[src/rtl/gd_sample_streamer.sv]
// CPU-fed stereo PCM streamer: page-5 register writes fill an L/R FIFO, rate divider pops one pair per period.
// Outputs/strobe register 1 cycle after tick; full FIFO drops pushes (sticky overflow). Option: GD_STREAM_UNDERRUN_CNT_EN.
module gd_sample_streamer #(
  parameter int          DEPTH        = 16,
  parameter logic [15:0] DEFAULT_RATE = 16'd6249
) (
  input  logic        vga_clk,
  input  logic        rst_n,
  input  logic        mem_wr,
  input  logic [14:0] mem_w_addr,
  input  logic [7:0]  mem_data_wr,
  input  logic [14:0] mem_r_addr,
  output logic [7:0]  mem_data_rd,
  output logic [15:0] sample_l,
  output logic [15:0] sample_r,
  output logic        sample_strobe,
  output logic [4:0]  fifo_level
);

  localparam int PW = $clog2(DEPTH);

  logic [7:0]    llo_q, llo_d, lhi_q, lhi_d, rlo_q, rlo_d;
  logic [15:0]   rate_q, rate_d, cnt_q, cnt_d;
  logic          en_q, en_d, ovf_q, ovf_d, unf_q, unf_d;
  logic [PW-1:0] wr_ptr_q, wr_ptr_d, rd_ptr_q, rd_ptr_d;
  logic [4:0]    level_q, level_d;
  logic [15:0]   sample_l_q, sample_l_d, sample_r_q, sample_r_d;
  logic          strobe_q, strobe_d;
  logic [31:0]   mem_q [DEPTH];

  logic        page_wr;
  logic [10:0] w_off;
  logic        wr_rhi, wr_ctrl, wr_status, flush;
  logic        tick, fifo_empty, pop, push_req, push_acc;

`ifdef GD_STREAM_UNDERRUN_CNT_EN
  logic [7:0] udr_cnt_q, udr_cnt_d;
`endif

  assign page_wr   = mem_wr && (mem_w_addr[14:11] == 4'd5);
  assign w_off     = mem_w_addr[10:0];
  assign wr_rhi    = page_wr && (w_off == 11'h01B);
  assign wr_ctrl   = page_wr && (w_off == 11'h01E);
  assign wr_status = page_wr && (w_off == 11'h01F);
  assign flush     = wr_ctrl && mem_data_wr[1];

  assign tick       = en_q && (cnt_q == rate_q);
  assign fifo_empty = (level_q == 5'd0);
  assign pop        = tick && !fifo_empty;
  assign push_req   = wr_rhi && !flush;
  // A full FIFO still accepts when a pop frees the head slot in the same cycle.
  assign push_acc   = push_req && ((level_q < 5'(DEPTH)) || pop);

  always_comb begin
    llo_d      = llo_q;
    lhi_d      = lhi_q;
    rlo_d      = rlo_q;
    rate_d     = rate_q;
    en_d       = en_q;
    ovf_d      = ovf_q;
    unf_d      = unf_q;
    wr_ptr_d   = wr_ptr_q;
    rd_ptr_d   = rd_ptr_q;
    level_d    = level_q;
    sample_l_d = sample_l_q;
    sample_r_d = sample_r_q;
    strobe_d   = tick;
    cnt_d      = 16'd0;

    if (page_wr) begin
      case (w_off)
        11'h018: llo_d = mem_data_wr;
        11'h019: lhi_d = mem_data_wr;
        11'h01A: rlo_d = mem_data_wr;
        11'h01C: rate_d[7:0]  = mem_data_wr;
        11'h01D: rate_d[15:8] = mem_data_wr;
        11'h01E: en_d = mem_data_wr[0];
        default: ;
      endcase
    end

    // Counts at or past RATE wrap to 0; only equality produces a tick.
    if (en_q && (cnt_q < rate_q)) cnt_d = cnt_q + 16'd1;

    if (push_acc) wr_ptr_d = wr_ptr_q + PW'(1);
    if (pop) begin
      rd_ptr_d   = rd_ptr_q + PW'(1);
      sample_l_d = mem_q[rd_ptr_q][31:16];
      sample_r_d = mem_q[rd_ptr_q][15:0];
    end
    level_d = level_q + {4'd0, push_acc} - {4'd0, pop};

    if (wr_status) begin
      ovf_d = 1'b0;
      unf_d = 1'b0;
    end
    if (push_req && !push_acc) ovf_d = 1'b1;
    if (tick && fifo_empty)    unf_d = 1'b1;

    if (flush) begin
      wr_ptr_d   = '0;
      rd_ptr_d   = '0;
      level_d    = 5'd0;
      ovf_d      = 1'b0;
      unf_d      = 1'b0;
      cnt_d      = 16'd0;
      sample_l_d = 16'd0;
      sample_r_d = 16'd0;
      strobe_d   = 1'b0;
    end
  end

`ifdef GD_STREAM_UNDERRUN_CNT_EN
  always_comb begin
    udr_cnt_d = udr_cnt_q;
    if (tick && fifo_empty && (udr_cnt_q != 8'hFF)) udr_cnt_d = udr_cnt_q + 8'd1;
    if (flush || (page_wr && (w_off == 11'h017))) udr_cnt_d = 8'd0;
  end

  always_ff @(posedge vga_clk or negedge rst_n) begin
    if (!rst_n) udr_cnt_q <= 8'd0;
    else        udr_cnt_q <= udr_cnt_d;
  end
`endif

  always_ff @(posedge vga_clk or negedge rst_n) begin
    if (!rst_n) begin
      llo_q      <= 8'd0;
      lhi_q      <= 8'd0;
      rlo_q      <= 8'd0;
      rate_q     <= DEFAULT_RATE;
      cnt_q      <= 16'd0;
      en_q       <= 1'b0;
      ovf_q      <= 1'b0;
      unf_q      <= 1'b0;
      wr_ptr_q   <= '0;
      rd_ptr_q   <= '0;
      level_q    <= 5'd0;
      sample_l_q <= 16'd0;
      sample_r_q <= 16'd0;
      strobe_q   <= 1'b0;
    end else begin
      llo_q      <= llo_d;
      lhi_q      <= lhi_d;
      rlo_q      <= rlo_d;
      rate_q     <= rate_d;
      cnt_q      <= cnt_d;
      en_q       <= en_d;
      ovf_q      <= ovf_d;
      unf_q      <= unf_d;
      wr_ptr_q   <= wr_ptr_d;
      rd_ptr_q   <= rd_ptr_d;
      level_q    <= level_d;
      sample_l_q <= sample_l_d;
      sample_r_q <= sample_r_d;
      strobe_q   <= strobe_d;
    end
  end

  // Storage needs no reset: level and pointers define which entries are valid.
  always_ff @(posedge vga_clk) begin
    if (push_acc) mem_q[wr_ptr_q] <= {lhi_q, llo_q, mem_data_wr, rlo_q};
  end

  always_comb begin
    mem_data_rd = 8'd0;
    if (mem_r_addr[14:11] == 4'd5) begin
      case (mem_r_addr[10:0])
`ifdef GD_STREAM_UNDERRUN_CNT_EN
        11'h017: mem_data_rd = udr_cnt_q;
`endif
        11'h01C: mem_data_rd = rate_q[7:0];
        11'h01D: mem_data_rd = rate_q[15:8];
        11'h01E: mem_data_rd = {7'd0, en_q};
        11'h01F: mem_data_rd = {unf_q, ovf_q, 1'b0, level_q};
        default: mem_data_rd = 8'd0;
      endcase
    end
  end

  assign sample_l      = sample_l_q;
  assign sample_r      = sample_r_q;
  assign sample_strobe = strobe_q;
  assign fifo_level    = level_q;

endmodule

[config.mk]
export PLATFORM = sky130hd
export DESIGN_NAME = gd_sample_streamer
export DESIGN_NICKNAME = d
export VERILOG_FILES = /design/src/rtl/gd_sample_streamer.sv
export SDC_FILE = /design/constraint.sdc
export NUM_CORES = 1
export LEC_CHECK = 0
export BUFFER_PORTS_ARGS = -buffer_cell sky130_fd_sc_hd__buf_4
export CAP_MARGIN = 20
export CORE_MARGIN = 3
export CORE_UTILIZATION = 40
export CTS_CLUSTER_DIAMETER = 80
export DETAILED_ROUTE_END_ITERATION = 10
export PLACE_DENSITY = 0.56
export SLEW_MARGIN = 20
export SYNTH_ARGS = -nofsm -noshare
export SYNTH_HDL_FRONTEND = slang
export SYNTH_SLANG_ARGS = --single-unit
[constraint.sdc]
create_clock -name vga_clk -period 6.3 [get_ports vga_clk]
set_input_delay 0.63 -clock vga_clk [delete_from_list [all_inputs] [get_ports vga_clk]]
set_output_delay 0.63 -clock vga_clk [all_outputs]
set_load 0.01 [all_outputs]
==> results.cfg, run 1 <==
[critical_path]
critPathKind = flop to flop
end_kind = flop
timing.rr.start = rate_q[11]
crit_chain = inv_1, ha_1, nand4_1, nor2_1, nand3_1, a211oi_4, inv_2, ha_1, inv_1, ha_1, inv_1, fa_1, inv_1, a21oi_1, nor2_1, or3_1, a21oi_1
path_common_cell = inv_1
cp_slowest_cell = dfstp_2
r2r_setup_slack_ns = 2.55
slowest_delay_ns = 0.52
critPathBufInv = 5
r2r_end = fifo_level[4]
cp_max_fo = 7
critical-path-top-delay-family = simple AND/OR/NAND/NOR gates
crit_required_ns = 6.83
crit_path_start_kind = flop
critPathArrivalTime_ns = 4.28
r2r_cells = 17

[synth]
synth_top_area_cell = edfxtp_1
synthTopCellsByArea = edfxtp_1, mux4_2, dfrtp_1
seq_area_frac_synth_pct = 74.2
syn_nets = 1327
yosysWarnings = 0
synth-edff-count = 512
synthFlopType = edfxtp_1
synth_top_area_share_pct = 63.4
synth_cell_type_count = 56
synthArstFlopShare_pct = 17.0
synth_seq_cells = 617
syn-instance-count = 1257
synth_area_sq_um = 24300
synth_area_per_cell_sq_um = 19.3

[timing]
fin_worst_skew_ns = 0.0261
slew_viol_final = 0
worst_pin_slew_ns = 1.10
finalHoldViolations = 0
setup_violations = 0
max_freq_ghz = 0.267
setup_tns_ns = 0
fin_crit_sh_pct = 59.5
rsz0062_at_grt = no
layout_min_cycle_time_ns = 3.75
maxSlewHeadroom_pct = 26.8
fin_ws_ns = 2.55

[finish]
fillers = 4940
antenna_cells = 0
area_growth_pct = 16.8
seqCellArea_sq_um = 18000
layout.cells.non_filler = 2207
multiInputGateArea_sq_um = 5980
design_area_sq_um = 28300
drive_gt1_share_pct = 28.6
final_nets = 1448

[outcome]
outcome = complete, no violations

[route]
wl_mm = 54.1
drtIter0Drc = 896
vias = 12100
dr.pass1.iters = 5
drc = 0
ant_nets = 0
via_per_inst = 5.48
avgRoutedWirePerCell_um = 24.5

[global_routing]
grt_max_degree = 56
grt-ovfl-total = 0
grt_pass1_wl_mm = 82.8
antenna_found_initial = 0
grt_pass1_vias = 13000
grt_usage_pct = 17.5

[place]
dp_hpwl_mm = 31.8
placed_area_sq_um = 26000
dp_slack_ns = 2.55
placed_cells = 2081
gp_congestion = 0.822
io_buffers = 86

[min_path]
hold_path.class = input port to async pin

[clocking]
htreeDepth = 3
holdBufCountCts = 0
cts_tree = yes
cts_resized = 0
clock_latency_ns = 0.61
clockBufferDepth = 3
cts_buffers = 68
root_buffer = clkbuf_16
cts.clk_slew.worst_paths_ns = 0.06
post_cts_buffers = 0
cts_sinks = 617

[power]
vdd_drop_max_v = 0.000175
total_leakage_power_nw = 11.2
powerDensity_nw_per_um2 = 301
finalPower_mw = 8.54

[die]
core_sq_um = 59500
rows = 89
initial_core_util_pct = 40.8
die_w_um = 252
ios = 87
die_area_sq_um = 63700
fp.dieH_um = 252

[run]
cap_violations = 0
[report_power, final]
part,switching [mW],internal (mW),leakage [nW]
registers,0.0117,4.38,6.95
clock network,1.64,2.41,1.12
logic,0.0575,0.0318,3.14
total,1.71,6.83,11.2
[area by class of cell]
type,count,share of cell area (%)
clock buffers,90,6.62
clock inverters,36,1.53
inverters,31,0.411
multi-input cells,548,21.1
flip-flops and latches,617,63.6
well taps,773,3.41
repair buffers,112,3.34
[cells by family (layout without fill, tap and decap cells)]
group | after synthesis | in the layout | share of synthesized area [%]
adder cells (fa/ha/maj) | 29 | 29 | 1.53
AND/OR/NAND/NOR | 184 | 184 | 3.79
flip-flops | 617 | 617 | 74.2
buffers and inverters | 92 | 269 | 1.54
XOR/XNOR | 22 | 22 | 0.794
AO/OA/AOI/OAI | 148 | 148 | 4.45
multiplexers | 165 | 165 | 13.7
[sequential cells by signal, indices dropped and copies added (netlist names)]
register / count
rlo_q: 8
en_q: 1
ovf_q: 1
sample_strobe: 1
llo_q: 8
cnt_q: 16
rate_q: 16
sample_l: 16
lhi_q: 8
unf_q: 1
rd_ptr_q: 4
mem_q: 512
wr_ptr_q: 4
sample_r: 16
fifo_level: 5
[worst max-delay path by stage]
stage                  start             to  cells after the start
6_report          rate_q[11]  fifo_level[4]                     17
5_1_grt           rate_q[11]  fifo_level[4]                     17
4_1_cts           rate_q[11]  fifo_level[4]                     17
3_5_place_dp      rate_q[11]  fifo_level[4]                     17
3_3_place_gp      rate_q[11]  mem_q[14][21]                      8
2_1_floorplan  mem_w_addr[5]    mem_q[0][0]                      6
[cells in the mapped netlist (all sizes together), types with 4 or more instances]
cell	count
ha	28
mux2	28
o21ai	23
mux4	128
a22oi	65
mux2i	9
nor3	6
a22o	34
xnor2	8
nand3	10
and3	9
dfstp	6
a21oi	13
inv	31
dfrtp	99
nand4	9
nand2	59
xor2	14
clkbuf	41
a21o	4
nor2b	6
buf	20
edfxtp	512
nor2	55
and2	7
nor4	5
[placed cells by master, fill, tap and decap left out, drive strengths merged, types with 2 or more instances in the layout]
| master | n |
|---|---|
| and3 | 9 |
| clkbuf | 90 |
| inv | 36 |
| or3 | 2 |
| clkinvlp | 3 |
| mux2 | 28 |
| nor2b | 6 |
| o21ai | 23 |
| ha | 28 |
| dfrtp | 99 |
| nand2b | 3 |
| dfstp | 6 |
| a22oi | 65 |
| a22o | 34 |
| xnor2 | 8 |
| or2 | 2 |
| and2 | 7 |
| mux2i | 9 |
| edfxtp | 512 |
| nor4 | 5 |
| nand3 | 10 |
| nand2 | 59 |
| and4 | 2 |
| nor2 | 55 |
| nor3b | 2 |
| a21o | 4 |
| nor4b | 3 |
| nor3 | 6 |
| buf | 112 |
| bufinv | 7 |
| o21a | 2 |
| mux4 | 128 |
| nand4 | 9 |
| clkinv | 21 |
| a21oi | 13 |
| xor2 | 14 |
[worst register-to-register path: stages (launching register included)]
cell      delay (ns)
dfstp_2         0.52
inv_1           0.05
ha_1            0.29
nand4_1         0.14
nor2_1          0.25
nand3_1         0.27
a211oi_4        0.44
inv_2           0.18
ha_1            0.31
inv_1           0.04
ha_1            0.18
inv_1           0.08
fa_1            0.20
inv_1           0.05
a21oi_1         0.13
nor2_1          0.07
or3_1           0.34
a21oi_1         0.14
[through the flow]
| step | util [%] | hold slack (ns) |
|---|---|---|
| final | 47.6 | 0.0182 |
| after global routing | 47.6 | 0.0338 |
| after CTS | 47.6 | 0.0182 |
| after detailed placement | 43.8 | 0.492 |
| after global placement | 43.5 | 0.490 |
| after floorplan | - | 0.334 |
[metal layers]
| metal | vias to the layer above | wire length [um] | global-route usage (%) | part of all wire (%) |
|---|---|---|---|---|
| met5 | - | 0 | 0 | 0 |
| met4 | 0 | 876 | 4.65 | 1.6 |
| met3 | 59 | 2470 | 3.12 | 4.6 |
| met2 | 283 | 26600 | 28.7 | 49 |
| met1 | 6426 | 24200 | 24.3 | 45 |
| li1 | 5333 | - | - | - |
Note: power is estimated with default switching activity, not from simulation.
==> inputs of run 2 (changes only) <==
--- a/config.mk
+++ b/config.mk
@@ -5,13 +5,14 @@
 export SDC_FILE = /design/constraint.sdc
 export NUM_CORES = 1
 export LEC_CHECK = 0
+export ABC_AREA = 1
 export BUFFER_PORTS_ARGS = -buffer_cell sky130_fd_sc_hd__buf_4
 export CAP_MARGIN = 20
 export CORE_MARGIN = 3
 export CORE_UTILIZATION = 40
 export CTS_CLUSTER_DIAMETER = 80
 export DETAILED_ROUTE_END_ITERATION = 10
-export PLACE_DENSITY = 0.56
+export PLACE_DENSITY = 0.57
 export SLEW_MARGIN = 20
 export SYNTH_ARGS = -nofsm -noshare
 export SYNTH_HDL_FRONTEND = slang
==> constraint.sdc (replaced) <==
create_clock -name vga_clk -period 3.2 [get_ports vga_clk]
set_input_delay 0.32 -clock vga_clk [delete_from_list [all_inputs] [get_ports vga_clk]]
set_output_delay 0.32 -clock vga_clk [all_outputs]
set_load 0.01 [all_outputs]
==> results.cfg, run 2 <==
[route]
drc = 0
dr.pass1.iters = 6
via_per_inst = 5.06
ant_nets = 0
avgRoutedWirePerCell_um = 19.3
vias = 18100
wl_mm = 69.0
drtIter0Drc = 1373

[synth]
synth_area_per_cell_sq_um = 10.4
synth_area_sq_um = 26500
synth_top_area_share_pct = 58.1
syn_nets = 2613
synth_cell_type_count = 33
syn-instance-count = 2543
synthArstFlopShare_pct = 17.0
yosysWarnings = 0
synth_most_common_cell = nand2_1
synthTopCellsByArea = edfxtp_1, nand2_1, dfrtp_1
synth_seq_cells = 617
synth_top_area_cell = edfxtp_1
synth_top_cells_by_count = nand2_1, edfxtp_1, inv_1
synthFlopType = edfxtp_1
seq_area_frac_synth_pct = 68.0
synth-edff-count = 512

[finish]
layout_common_cells = nand2_1, edfxtp_1, inv_1
finish.utilization_pct = 47.6
final_nets = 2737
seqCellArea_sq_um = 18000
largest_reg_flops = 512
regMostFlops = mem_q
multiInputGateArea_sq_um = 7090
area_growth_pct = 16.6
drive_gt1_share_pct = 12.3
layout_commonest_cell = nand2_1
fillers = 5936

[critical_path]
crit_required_ns = 3.69
crit_path_start_kind = flop
end_kind = flop
critPathArrivalTime_ns = 3.50
cp_max_fo = 2
critPathKind = flop to flop

[power]
internal_power_mw = 15.5
p_sw_mw = 8.14
vdd_drop_max_v = 0.000538
power_frac_clock_pct = 30.9
p_seq_share_pct = 39.3
powerDensity_nw_per_um2 = 764
total_leakage_power_nw = 12.9
sw_frac_of_total_pct = 34.5
combPwrFrac_pct = 29.8

[timing]
fin_worst_skew_ns = 0.0264
max_freq_ghz = 0.332
layout_min_cycle_time_ns = 3.01
fin_crit_sh_pct = 94.1
finalHoldViolations = 0
maxSlewHeadroom_pct = 40.3
worst_pin_slew_ns = 0.890
hold_ws_ns = 0.0567
slew_viol_final = 0
fin_ws_ns = 0.189
setup_violations = 0

[place]
dp_hpwl_mm = 39.3
gp_congestion = 0.849
io_buffers = 86
dp_slack_ns = -0.0524

[die]
ios = 87
rows = 93
initial_core_util_pct = 40.8
fp.dieH_um = 263
die_area_sq_um = 69300
core_sq_um = 64900
die_w_um = 263

[min_path]
hold_path.class = input port to flop

[global_routing]
grt_pass1_vias = 17600
antenna_found_initial = 1
grt-ovfl-total = 0
grt_max_degree = 77
grt_pass1_wl_mm = 106
grt_usage_pct = 19.8

[clocking]
cts_sinks = 617
cts.clk_slew.worst_paths_ns = 0.06
htreeDepth = 3
root_buffer = clkbuf_16
cts_tree = yes
clockBufferDepth = 3
cts_buffers = 66
clock_latency_ns = 0.61

[run]
cap_violations = 0

[outcome]
outcome = complete, no violations
-- run 2: cell types whose count changed after synthesis, moves of 65 or more --
cell,delta
mux4_2,-128
nor2_1,+192
a22oi_1,-65
inv_1,+254
nand2_1,+674
nand3_1,+263
-- run 2: final cells by class --
cell class / count / share of cell area, %
clock buffers: 93 / 5.91
flip-flops and latches: 617 / 58.3
well taps: 855 / 3.46
multi-input cells: 1526 / 23.0
diodes: 2 / 0.0162
inverters: 287 / 3.50
repair buffers: 169 / 5.09
clock inverters: 28 / 0.717
-- run 2: final timing paths --
check	start	endpoint	slack [ns]	cells past startpoint
setup reg to reg	rate_q[5]	fifo_level[4]	0.19	21
setup / recovery	rate_q[5]	fifo_level[4]	0.19	21
min in group asynchronous	rst_n	cnt_q[11]	0.22	2
max in group asynchronous	rst_n	rd_ptr_q[0]	2.13	3
hold reg to reg	sample_l[13]	sample_l[13]	0.48	2
hold / removal	mem_data_wr[7]	mem_q[7][15]	0.06	1
-- run 2: per-stage QoR --
step	cells	TNS (ns)	power [mW]	instance area [sq um]
after floorplan	2543	-130.16	14.0	26500
after global placement	3451	-0.0320	16.4	28800
after detailed placement	3451	-0.0524	16.5	28800
after CTS	3573	0	23.8	30800
after global routing	3575	-0.0342	25.0	30900
final	3577	0	23.6	30900
-- run 2: per-layer routing --
metal	part of all wire (%)	vias up	wire length [um]	track usage [%]
met5	0	-	0	0
met4	2.4	0	1640	6.03
met1	45	8825	30900	27.6
met2	47	535	32700	32.3
li1	-	8643	-	-
met3	5.5	105	3820	2.66
-- run 2: worst max-delay path, cell delays in order, from the launching register on --
cell,delay [ns]
dfstp_2,0.54
inv_2,0.05
ha_4,0.26
nand2_2,0.06
nor2_4,0.13
nand3_2,0.10
nor2_2,0.15
nor2_1,0.06
nor2_1,0.13
inv_1,0.06
ha_1,0.26
inv_1,0.06
ha_2,0.16
inv_1,0.05
fa_2,0.35
inv_2,0.06
nand2_2,0.04
nand2_1,0.05
a21oi_1,0.07
xor2_1,0.14
nand2_1,0.06
inv_1,0.05
-- run 2: cells by family (layout without fill, tap and decap cells) --
group                    Yosys count  count (layout)  synth area share [%]
AO/OA/AOI/OAI                    153             153                  3.23
XOR/XNOR                          19              19                 0.628
adder cells (fa/ha/maj)           29              29                  1.40
buffers and inverters            400             577                  5.92
flip-flops                       617             617                  68.0
other                              0               2                     0
AND/OR/NAND/NOR                 1325            1325                  20.8
-- run 2: power groups by stage --
stage / combinational [mW] / sequential, mW / clock (mW)
floorplan: 4.63 / 9.34 / 0
global placement: 7.01 / 9.43 / 0
detailed placement: 7.09 / 9.44 / 0
CTS: 7.13 / 9.28 / 7.43
global route: 7.95 / 9.32 / 7.73
finish: 7.03 / 9.27 / 7.30
-- run 2: repair_timing --
item / in CTS / in global routing
endpoints found under the setup margin: 1 / 4
hold buffers: 1 / 0
setup buffers: 0 / 2
cloned: 0 / 0
gates resized for setup: 3 / 14
endpoints found under the hold margin: 27 / 0
pin swaps: 0 / 7
